[src/rtl/timer_compare_pkg.sv]
// -----------------------------------------------------------------------------
// timer_compare_pkg
// Shared constants and types for the compare-match timer:
//   - register addresses on the 2-bit MMIO select
//   - CTRL and STATUS bit positions
//   - the two-state arm/idle state type
// -----------------------------------------------------------------------------
package timer_compare_pkg;

   // Register map
   localparam logic [1:0] ADDR_CTRL    = 2'd0;
   localparam logic [1:0] ADDR_COMPARE = 2'd1;
   localparam logic [1:0] ADDR_PERIOD  = 2'd2;
   localparam logic [1:0] ADDR_STATUS  = 2'd3;

   // CTRL bit positions; only the low CTRL_W bits are stored
   localparam int CTRL_EN       = 0;
   localparam int CTRL_PERIODIC = 1;
   localparam int CTRL_IRQ_EN   = 2;
   localparam int CTRL_W        = 3;

   // STATUS bit positions
   localparam int STAT_PENDING = 0;
   localparam int STAT_ARMED   = 1;
   localparam int STAT_OVERRUN = 2;

   typedef enum logic {
      IDLE  = 1'b0,
      ARMED = 1'b1
   } state_t;

endpackage : timer_compare_pkg

[src/rtl/timer_reached.sv]
// -----------------------------------------------------------------------------
// timer_reached
// Combinational wrap-safe "target reached" test. The target counts as reached
// when it lies at most 2^(WIDTH-1)-1 counts behind the count, i.e. when the
// modular difference (count - target) has its MSB clear.
// Ports:
//   i_count   current free-running count
//   i_target  programmed compare value
//   o_reached 1 when the target has been reached
// -----------------------------------------------------------------------------
module timer_reached #(
   parameter int WIDTH = 32
) (
   input  logic [WIDTH-1:0] i_count,
   input  logic [WIDTH-1:0] i_target,
   output logic             o_reached
);

   logic [WIDTH-1:0] w_diff;

   // Modular subtraction: wraps naturally at 2^WIDTH
   assign w_diff    = i_count - i_target;
   assign o_reached = ~w_diff[WIDTH-1];

endmodule : timer_reached

[src/rtl/timer_compare.sv]
// -----------------------------------------------------------------------------
// timer_compare
// Compare-match interrupt generator watching a free-running cycle counter.
// One-shot and periodic modes; 4-register MMIO port (CTRL, COMPARE, PERIOD,
// STATUS) with registered read data.
// Ports:
//   clk       system clock
//   reset     asynchronous, active-high reset
//   count_in  free-running count (+1 per cycle max, wraps)
//   wr_en     register write strobe
//   rd_en     register read strobe (rd_data loads on this edge)
//   addr      register select
//   wr_data   write data
//   rd_data   registered read data, holds when rd_en = 0
//   irq_ack   pulse that clears the pending flag
//   irq       registered level interrupt request
// -----------------------------------------------------------------------------
module timer_compare
   import timer_compare_pkg::*;
#(
   parameter int WIDTH = 32
) (
   input  logic             clk,
   input  logic             reset,
   input  logic [WIDTH-1:0] count_in,
   input  logic             wr_en,
   input  logic             rd_en,
   input  logic [1:0]       addr,
   input  logic [WIDTH-1:0] wr_data,
   output logic [WIDTH-1:0] rd_data,
   input  logic             irq_ack,
   output logic             irq
);

   // Architectural state
   state_t             r_state;
   logic [CTRL_W-1:0]  r_ctrl;
   logic [WIDTH-1:0]   r_compare;
   logic [WIDTH-1:0]   r_period;
   logic               r_pending;
   logic               r_overrun;
   logic               r_irq;
   logic [WIDTH-1:0]   r_rd_data;

   // Decode and event wires
   logic               w_reached;
   logic               w_ctrl_wr;
   logic               w_compare_wr;
   logic               w_period_wr;
   logic               w_status_wr;
   logic               w_disarm;
   logic               w_fire;
   logic               w_reload;
   logic               w_pend_clr;
   logic               w_ovr_set;

   // Next-state wires
   state_t             w_state_next;
   logic [CTRL_W-1:0]  w_ctrl_next;
   logic [WIDTH-1:0]   w_compare_next;
   logic               w_pending_next;
   logic               w_overrun_next;
   logic [WIDTH-1:0]   w_status;
   logic [WIDTH-1:0]   w_rd_sel;

   timer_reached #(
      .WIDTH (WIDTH)
   ) u_reached (
      .i_count   (count_in),
      .i_target  (r_compare),
      .o_reached (w_reached)
   );

   assign w_ctrl_wr    = wr_en && (addr == ADDR_CTRL);
   assign w_compare_wr = wr_en && (addr == ADDR_COMPARE);
   assign w_period_wr  = wr_en && (addr == ADDR_PERIOD);
   assign w_status_wr  = wr_en && (addr == ADDR_STATUS);

   // A CTRL write clearing enable suppresses a fire in the same cycle
   assign w_disarm   = w_ctrl_wr && !wr_data[CTRL_EN];
   assign w_fire     = (r_state == ARMED) && w_reached && !w_disarm;
   // Periodic with a zero period would refire forever; treat it as one-shot
   assign w_reload   = r_ctrl[CTRL_PERIODIC] && (r_period != '0);
   assign w_pend_clr = irq_ack || (w_status_wr && wr_data[STAT_PENDING]);
   // Overrun only when an earlier fire is still unserviced this cycle
   assign w_ovr_set  = w_fire && r_pending && !w_pend_clr;

   always_comb begin
      w_state_next   = r_state;
      w_ctrl_next    = r_ctrl;
      w_compare_next = r_compare;
      w_pending_next = r_pending;
      w_overrun_next = r_overrun;

      if (w_fire) begin
         if (w_reload) begin
            w_compare_next = r_compare + r_period;   // wraps silently
         end else begin
            w_ctrl_next[CTRL_EN] = 1'b0;
            w_state_next         = IDLE;
         end
      end

      // CPU writes take priority over the automatic updates above
      if (w_ctrl_wr) begin
         w_ctrl_next  = wr_data[CTRL_W-1:0];
         w_state_next = wr_data[CTRL_EN] ? ARMED : IDLE;
      end
      if (w_compare_wr) begin
         w_compare_next = wr_data;
      end

      // A fire beats a clear of pending in the same cycle
      if (w_pend_clr) begin
         w_pending_next = 1'b0;
      end
      if (w_fire) begin
         w_pending_next = 1'b1;
      end

      if (w_status_wr && wr_data[STAT_OVERRUN]) begin
         w_overrun_next = 1'b0;
      end
      if (w_ovr_set) begin
         w_overrun_next = 1'b1;
      end
   end

   // Read mux sees the pre-edge register values, so a same-cycle write
   // to the addressed register returns the old contents.
   always_comb begin
      w_status               = '0;
      w_status[STAT_PENDING] = r_pending;
      w_status[STAT_ARMED]   = (r_state == ARMED);
      w_status[STAT_OVERRUN] = r_overrun;

      w_rd_sel = '0;
      case (addr)
         ADDR_CTRL:    w_rd_sel[CTRL_W-1:0] = r_ctrl;
         ADDR_COMPARE: w_rd_sel = r_compare;
         ADDR_PERIOD:  w_rd_sel = r_period;
         ADDR_STATUS:  w_rd_sel = w_status;
         default:      w_rd_sel = '0;
      endcase
   end

   always_ff @(posedge clk or posedge reset) begin
      if (reset) begin
         r_state   <= IDLE;
         r_ctrl    <= '0;
         r_compare <= '0;
         r_period  <= '0;
         r_pending <= 1'b0;
         r_overrun <= 1'b0;
         r_irq     <= 1'b0;
         r_rd_data <= '0;
      end else begin
         r_state   <= w_state_next;
         r_ctrl    <= w_ctrl_next;
         r_compare <= w_compare_next;
         if (w_period_wr) begin
            r_period <= wr_data;
         end
         r_pending <= w_pending_next;
         r_overrun <= w_overrun_next;
         // Built from next values so irq moves on the same edge as pending
         r_irq     <= w_pending_next & w_ctrl_next[CTRL_IRQ_EN];
         if (rd_en) begin
            r_rd_data <= w_rd_sel;
         end
      end
   end

   assign rd_data = r_rd_data;
   assign irq     = r_irq;

endmodule : timer_compare
[config.mk]
export PLATFORM = sky130hd
export DESIGN_NAME = timer_compare
export DESIGN_NICKNAME = d
export VERILOG_FILES = /design/src/rtl/timer_compare_pkg.sv /design/src/rtl/timer_reached.sv /design/src/rtl/timer_compare.sv
export SDC_FILE = /design/constraint.sdc
export NUM_CORES = 1
export LEC_CHECK = 0
export ABC_AREA = 1
export BUFFER_PORTS_ARGS = -buffer_cell sky130_fd_sc_hd__buf_2
export CORE_MARGIN = 4
export CORE_UTILIZATION = 54
export CTS_CLUSTER_DIAMETER = 40
export DETAILED_ROUTE_END_ITERATION = 16
export MAX_ROUTING_LAYER = met4
export PLACE_DENSITY = 0.78
export SLEW_MARGIN = 5
export SYNTH_ARGS = -nofsm -noshare
export SYNTH_HDL_FRONTEND = slang
export SYNTH_HIERARCHICAL = 1
export SYNTH_SLANG_ARGS = --single-unit
[constraint.sdc]
create_clock -name clk -period 3.5 [get_ports clk]
set_input_delay 0.7 -clock clk [delete_from_list [all_inputs] [get_ports clk]]
set_output_delay 0.7 -clock clk [all_outputs]
set_load 0.1 [all_outputs]
* Word level (Yosys, flattened, before mapping) *
Index checks and enable logic that the tools add are counted.
Widths: inputs -> output; s select.

word-level totals
  flip-flop bits (word level) = 103
  output and inout port bits = 33
  word-level logic and storage cells = 56

cells by class
  $add $sub $neg = 2
  eq/ne operators = 4
  muxes and demuxes = 14
  bitwise logic cells = 2
  reduce and logical (&&, ||, !) cells = 24

operators with widths
  operator            number
  $mux 32             3
  $pmux 29 s2         1
  $add 32x32->32      1
  $reduce_bool 32->1  1
  $sub 32x32->32      1
  $logic_and 1x1->1   12
  $pmux 3 s4          1
  $mux 1              8
  $reduce_bool 2->1   4
  $eq 2x2->1 const B  2
  $reduce_and 2->1    2
  $logic_not 1->1     3
  $mux 3              1
  $eq 2x1->1 const B  1
  $logic_not 2->1     1
  $ne 2x2->1 const B  1
  $and 1x1->1         1
  $logic_or 1x1->1    1
  $not 1->1           1

* Logic depth before layout (Yosys ltp) *
Gate-level depths: netlist of run 1.

  word-level depth = 8
  depth in mapped cells = 22

* Cells and area by module *
The synthesis of run 1 kept the hierarchy.

modules (own cells, without submodules)
  module         times used  cells an instance  area each (sq um)
  timer_compare  1           1123               7290.7
  timer_reached  1           156                897.1

* Worst setup path after synthesis of run 1 *
Ideal clock, no wire load.

  path type = input to register
  start = in count_in[26]
  end = reg r_compare[31]
  data arrival time = 2.320 ns
  data required time = 3.383 ns
  setup slack = 1.063 ns
  stages on the path = 18
  cell sequence = ha_1 > nand2_1 > nor2_1 > nand2_2 > inv_1 > nand2_1 > nand3_1 > nor2_1 > nand3_1 > nand2_1 > nand2_1 > a21oi_4 > nand3_4 > buf_4 > nand3_1 > nand2_1 > inv_1 > nand2_1

on the way
  word-level cells in the longest chain between the ends = 6

RTL lines
  item                                line                  text
  start: declaration                  timer_compare.sv:25   input logic [WIDTH-1:0] count_in,
  $sub 32x32->32                      timer_reached.sv:22   assign w_diff = i_count - i_target;
  $not 1->1                           timer_reached.sv:23   assign o_reached = ~w_diff[WIDTH-1];
  via w_reached                       timer_compare.sv:46   logic w_reached;
  $logic_and 1x1->1 (2 in series)     timer_compare.sv:81   assign w_fire = (r_state == ARMED) && w_reached && !w_disarm;
  $reduce_bool 2->1 (no source line)  --
  $reduce_and 2->1 (no source line)   --
  end signal: assignment              timer_compare.sv:160  r_compare <= w_compare_next;
  end: declaration                    timer_compare.sv:38   logic [WIDTH-1:0] r_compare;

The timed path passes the listed nets, and every way through them passes these cells.
A chain may end at the register's enable or synchronous reset.

* Worst setup path in the final report of run 1 *
  start = reg r_compare[26]
  end = reg r_compare[24]

on the way
  word-level cells in the longest chain between the ends = 6

RTL lines
  item                                line
  $sub 32x32->32                      timer_reached.sv:22
  $not 1->1                           timer_reached.sv:23
  via w_reached                       timer_compare.sv:46
  $logic_and 1x1->1 (2 in series)     timer_compare.sv:81
  $reduce_bool 2->1 (no source line)  --
  $reduce_and 2->1 (no source line)   --

The timed path passes the listed nets, and every way through them passes these cells.

==> results of run 1 <==
[sequential cells by signal, summed over array words and instances, names as in the netlist]
signal / count
irq: 1
r_compare: 32
r_ctrl: 2
r_overrun: 1
r_pending: 1
r_period: 32
r_state: 1
rd_data: 32
[metrics by stage]
step	total power, mW	util [%]	setup slack [ns]
after CTS	7.49	62.5	0.738
after floorplan	5.16	-	0.125
after detailed placement	6.29	60.1	0.489
final	7.56	62.5	0.721
after global placement	6.24	60.1	0.535
after global routing	8.21	62.5	0.548
[cells by family (layout without fill, tap and decap cells)]
logic type / count (synthesis) / in the layout
adders and majority gates: 67 / 67
DFF: 102 / 102
buffers and inverters: 285 / 376
and+or+nand+nor: 676 / 676
muxes: 4 / 4
xor gates and xnor gates: 15 / 15
AOI/OAI and AO/OA: 130 / 130
[path summary, 6_finish.rpt]
path	start	endpoint	slack, ns
setup reg to reg	r_compare[26]	r_compare[24]	0.72
min in group clk	rd_data[9]	rd_data[9]	0.52
setup / recovery	r_compare[26]	r_compare[24]	0.72
max in group asynchronous	reset	r_compare[7]	2.33
hold reg to reg	rd_data[9]	rd_data[9]	0.52
hold / removal	reset	rd_data[24]	0.46
[final cells by class]
cell class / instances / area [µm²]
fill: 1448 / 5520
multi-input combinational: 892 / 4530
sequential: 102 / 2550
inverter: 250 / 941
timing repair buffer: 110 / 581
tap: 184 / 230
clock buffer: 9 / 225
clock inverter: 7 / 118
[metal layers]
metal | part of all wire (%) | wire length, µm | track usage (%) | up-vias
li1 | - | - | - | 4121
met4 | 1.6 | 384 | 6.59 | 0
met5 | 0 | 0 | - | -
met3 | 7.8 | 1900 | 4.36 | 31
met2 | 43 | 10300 | 41.8 | 328
met1 | 48 | 11600 | 43.0 | 3758
[cell usage in the layout (no fill, tap or decap), types with 5 or more instances in the layout]
cell | Yosys | final
a21oi_1 | 51 | 51
buf_2 | 9 | 103
buf_4 | 2 | 6
clkbuf_16 | 0 | 9
dfrtp_1 | 102 | 102
ha_1 | 66 | 66
inv_1 | 244 | 243
inv_2 | 6 | 6
nand2_1 | 421 | 420
nand3_1 | 123 | 123
nand3b_1 | 5 | 5
nand4_1 | 9 | 9
nor2_1 | 96 | 96
nor3_1 | 5 | 5
o21ai_0 | 68 | 68
xor2_1 | 11 | 11
[worst register-to-register path: stages (launching register included)]
cell	delay, ns
dfrtp_1	0.49
inv_1	0.08
ha_1	0.30
nand2_1	0.07
nor2_1	0.16
nand2_2	0.10
nor3_1	0.20
nand2_1	0.11
nand2_1	0.08
nand2_1	0.05
nand2_1	0.06
nand2_1	0.08
a21oi_4	0.17
nand3_4	0.14
nor2_8	0.38
nand3_1	0.17
nand2_1	0.09
[where the power goes]
| part | total [mW] | leakage, nW | internal (mW) | switching, mW |
|---|---|---|---|---|
| Sequential | 1.89 | 1.26 | 1.49 | 0.404 |
| Clock | 1.16 | 0.170 | 0.702 | 0.461 |
| Combinational | 4.51 | 3.89 | 1.46 | 3.05 |
| Total | 7.56 | 5.32 | 3.65 | 3.91 |
==> results.md, run 1 <==
- Yosys cell types: 36
- MaxCap Viol Count: 0
- Antenna diode count: 0
- Vias per cell: 5.30
- H-Tree Depth: 3
- Pre-antenna DRT Iters: 5
- Clk root buf: clkbuf_16
- Synth warn: 6
- CTS tree: built
- PortBufs: 103
- Cts hold-fix bufs: 0
- Top cells by count, synth: 421 x nand2_1, 244 x inv_1, 123 x nand3_1
- Mapped Nets: 1417
- Vias in the first global route: 7542
- Crit-path cells: inv_1, ha_1, nand2_1, nor2_1, nand2_2, nor3_1, nand2_1, nand2_1, nand2_1, nand2_1, nand2_1, a21oi_4, nand3_4, nor2_8, nand3_1, nand2_1
- Hpwl dp: 19000 µm
- Largest family of logic cells by synthesized area: simple AND/OR/NAND/NOR gates
- Post-Place Cell Area: 0.00884 mm²
- Mux share of post-synthesis cell area: 0.550%
- Post-Synthesis Cells: 1279
- Main synth FF type: dfrtp_1
- Fmax: 0.360 GHz
- Pwr dens: 824 mW/mm²
- Inst Count DP: 1538
- Initial cell density of the core: 55.7%
- Seq/Total Area, Yosys: 31.2%
- Synth Area in Simple Gates: 34.5%
- Largest net degree at the start of global routing: 65
- Top post-synthesis cells by area: dfrtp_1 31%, nand2_1 19%, inv_1 11%, ha_1 10%, nand3_1 7.5%
- Final period utilization: 79.4%
- Die X: 131 µm
- Fin. max-slew vios: 0
- Total GRT Usage: 28.9%
- Clk slew on worst S/H paths: 0.07 ns
- Final wirelength: 24200 µm
- Die height: 131 µm
- Post-synth EDFFs: 0
- Tmin final: 2.78 ns
- Clock Tree Buf Depth: 2
- Async SR Flop Fraction: 100%
- Remaining antenna violation count: 0
- Gpl congestion: 0.997
- Arr. time, crit path: 3.08 ns
- Adder-cell share of the synthesized area: 10.3%
- Vias: 8238
- Post-CTS sizing: 0
- Required time of the critical path: 3.80 ns
- CP top delay family: simple AND/OR/NAND/NOR gates
- Crit. path cell count: 16
- Cell with the most instances after synthesis: nand2_1
- WP buf/inv: 1
- Crit Path Max Fanout: 28
- Setup Buffers After CTS: 0
- IR drop worst, VDD: 0.380 mV
- CP Capture Type: register
- Die Area: 0.0172 mm²
- Syn_area_per_cell: 6.40 µm²
- Hold Vio Cnt, Final: 0
- Clock Latency Late Sink: 0.36 ns
- First-pass GRT wire length: 39100 µm
- Initial antenna violation count: 0
- DRC viols: 0
- Final setup skew: 0.00625 ns
- Setup crit start kind: register
- Final TNS setup: 0 ns
- Critical Path Most Common Cell: nand2_1
- Yosys top cell by area: dfrtp_1
- Fin Hold WS: 0.463 ns
- Slowest-stage cell, CP: dfrtp_1
- Nets: 1503
- Final instance area: 0.00918 mm²
- Non-Filler Instances: 1554
- Max stage delay on crit path: 0.49 ns
- FF-to-FF path depth: 16
- CTS buffer count: 9
- Share of cells above drive strength 1: 11.0%
- Grt total ovfl: 0
- Finish-stage setup viols: 0
- Worst-Margin Slew: 0.917 ns
- Hold Path Class: input port to asynchronous set/reset pin
- Syn Std Cell Area: 0.00819 mm²
- I/O pin cnt: 104
- Core area: 0.0147 mm²
- Wire per inst: 15.6 µm
- Leakage Power: 5.32 nW
- Critical path class: register to register
- Num Clock Sinks: 102
- Relative slew slack: 38.9%
- Post-Synth XOR/XNOR Area: 1.60%
- Synth Area in Compound Gates: 8.36%
- Cell Rows: 44
- Register bit total from synthesis: 102
- Top-area cell type share of the netlist area: 31.2%
- RSZ-0062 raised after global routing: no
- Initial drt markers: 718
- Syn-to-layout area delta: 12.1%
- Outcome: completed
Note: power is estimated with default switching activity, not from simulation.
==> run 2: changes to the inputs <==
Clock period 3.5 ns to 2.5 ns, I/O delays scaled along.
==> run 2 against run 1 <==
Sequential power increased by 32%. Clock skew increased by 0.0027 ns. Register-to-register slack got worse by 0.71 ns. Power increased by 52%. Non-clock buffer count increased by 56. Hold slack got worse by 0.21 ns. Flip-flop and latch count unchanged. Sequential share of layout area decreased by 2.2 points. Critical path type unchanged. Critical endpoint is now r_compare[27].
==> results.md, run 2 (synthesized netlist as in run 1, its figures left out) <==
- Final Core Density: 67.9%
- FF-to-FF path depth: 19
- Final wirelength: 25800 µm
- RSZ-0062 raised after global routing: yes
- Required time of the critical path: 2.80 ns
- Syn-to-layout area delta: 21.8%
- First-pass GRT wire length: 40200 µm
- Crit Path Max Fanout: 8
- Power after layout: 11.5 mW
- Worst-Margin Slew: 0.898 ns
- Gpl congestion: 0.973
- Vias in the first global route: 7865
- IR drop worst, VDD: 0.509 mV
- Non-Filler Instances: 1610
- Clk slew on worst S/H paths: 0.08 ns
- Fill count: 1298
- Vias per cell: 5.42
- R2R Setup Slk: 0.01 ns
- Inst Count DP: 1583
- Max stage delay on crit path: 0.36 ns
- Hold Path Class: input port to asynchronous set/reset pin
- CTS tree: built
- Nets: 1559
- Critical path class: register to register
- Post-Place Cell Area: 0.00922 mm²
- Clk root buf: clkbuf_16
- Pre-antenna DRT Iters: 5
- Largest net degree at the start of global routing: 103
- Arr. time, crit path: 2.79 ns
- Initial drt markers: 902
- Antenna diode count: 0
- Share of cells above drive strength 1: 18.1%
- H-Tree Depth: 3
- MaxCap Viol Count: 0
- PortBufs: 103
- Total GRT Usage: 29.7%
- Grt total ovfl: 0
- DRC viols: 0
- I/O pin cnt: 104
- Multi-input logic area: 0.00486 mm²
- Die Area: 0.0172 mm²
- Commonest non-fill, non-tap cell in the layout: nand2_1
- Initial cell density of the core: 55.7%
- Crit-path cells: inv_1, ha_1, nand2_1, nor2_4, nand2_4, nor2_2, nand2_1, nand2_1, nor2_2, nand2_1, nand2_1, nand2_1, nand2_2, a21oi_4, nand3_4, nor2_8, clkbuf_16, nand3_2, nand2_1
- Worst flop-to-flop path endpoint: r_compare[27]
- Final instance area: 0.00998 mm²
- Fmax: 0.402 GHz
- RR Startpoint: r_compare[26]
- CP top delay family: simple AND/OR/NAND/NOR gates
- Commonest non-fill, non-tap cells in the layout: 406 x nand2_1, 237 x inv_1, 106 x nand3_1
- Fin. max-slew vios: 0
- CTS buffer count: 9
- WP buf/inv: 2
- Final setup skew: 0.00899 ns
- Pwr dens: 1150 mW/mm²
- Clock Latency Late Sink: 0.36 ns
- Cts hold-fix bufs: 0
- Num Clock Sinks: 102
- Sequential cell area: 0.00255 mm²
- Leakage Power: 5.66 nW
- Die height: 131 µm
- Initial antenna violation count: 0
- Cell Rows: 44
- Critical Path Most Common Cell: nand2_1
- Vias: 8732
- Core area: 0.0147 mm²
- Die X: 131 µm
- Slowest-stage cell, CP: dfrtp_1
- Finish-stage setup viols: 0
- CP Capture Type: register
- Hpwl dp: 19500 µm
- Relative slew slack: 40.1%
- Clock Tree Buf Depth: 2
- Remaining antenna violation count: 0
- Outcome: completed
- Final period utilization: 99.5%
- Tmin final: 2.49 ns
- Setup crit start kind: register
- Hold Vio Cnt, Final: 0
- Wire per inst: 16.0 µm
run 2: changes by cell type in the layout (fill, tap and decap cells not counted), moves of 3 or more:
| cell | before | now |
|---|---|---|
| nand2_1 | 420 | 406 |
| inv_1 | 243 | 237 |
| inv_2 | 6 | 12 |
| nand3_1 | 123 | 106 |
| ha_4 | 0 | 8 |
| nand3_4 | 2 | 10 |
| nand3_2 | 0 | 9 |
| buf_12 | 1 | 4 |
| ha_1 | 66 | 58 |
| buf_4 | 6 | 57 |
| nand2_2 | 4 | 16 |
run 2: worst max-delay path by stage:
stage | start | to | slack [ns] | depth (start not counted)
6_report | r_compare[26] | r_compare[27] | 0.01 | 19
5_1_grt | r_compare[26] | r_compare[22] | -0.13 | 19
3_3_place_gp | count_in[26] | r_compare[26] | -0.16 | 17
3_5_place_dp | count_in[26] | r_compare[26] | -0.15 | 18
4_1_cts | r_compare[22] | r_compare[26] | 0.01 | 18
2_1_floorplan | count_in[26] | r_compare[31] | 0.26 | 18
run 2: routing by layer:
metal / GRT usage, % / up-vias / routed length, µm
met1: 43.8 / 4062 / 11900
met4: 7.41 / 0 / 466
met3: 4.70 / 44 / 2390
met5: - / - / 0
met2: 43.0 / 396 / 11100
li1: - / 4230 / -
run 2: where the power goes:
| part | switching, mW | internal [mW] | leakage, nW |
|---|---|---|---|
| logic | 4.85 | 2.55 | 4.24 |
| registers | 0.405 | 2.09 | 1.26 |
| clock network | 0.688 | 0.893 | 0.162 |
| total | 5.95 | 5.53 | 5.66 |
run 2: metrics by stage:
stage | setup WS (ns) | hold slack (ns) | TNS, ns
3_3_place_gp | -0.157 | 0.493 | -2.48
6_report | 0.0114 | 0.257 | 0
3_5_place_dp | -0.150 | 0.510 | -3.05
5_1_grt | -0.128 | 0.367 | -2.80
4_1_cts | 0.00965 | 0.329 | 0
2_1_floorplan | 0.263 | 0.470 | 0
run 2: final cells by class:
type / count / area share [%]
clock buffers: 9 / 2.26
clock inverters: 7 / 1.03
inverters: 250 / 9.44
multi-input cells: 892 / 48.7
flip-flops and latches: 102 / 25.6
well taps: 184 / 2.31
repair buffers: 166 / 10.7
run 2: repair_timing:
action / 4_1_cts / 5_1_grt
gates resized for setup: 0 / 66
hold endpoints to repair: 0 / 0
setup endpoints to repair: 0 / 33
setup buffers: 0 / 10
run 2: tightest hold or removal path, cell delays in order:
cell	delay, ns
buf_2	0.11
clkinvlp_4	0.07
buf_12	0.38
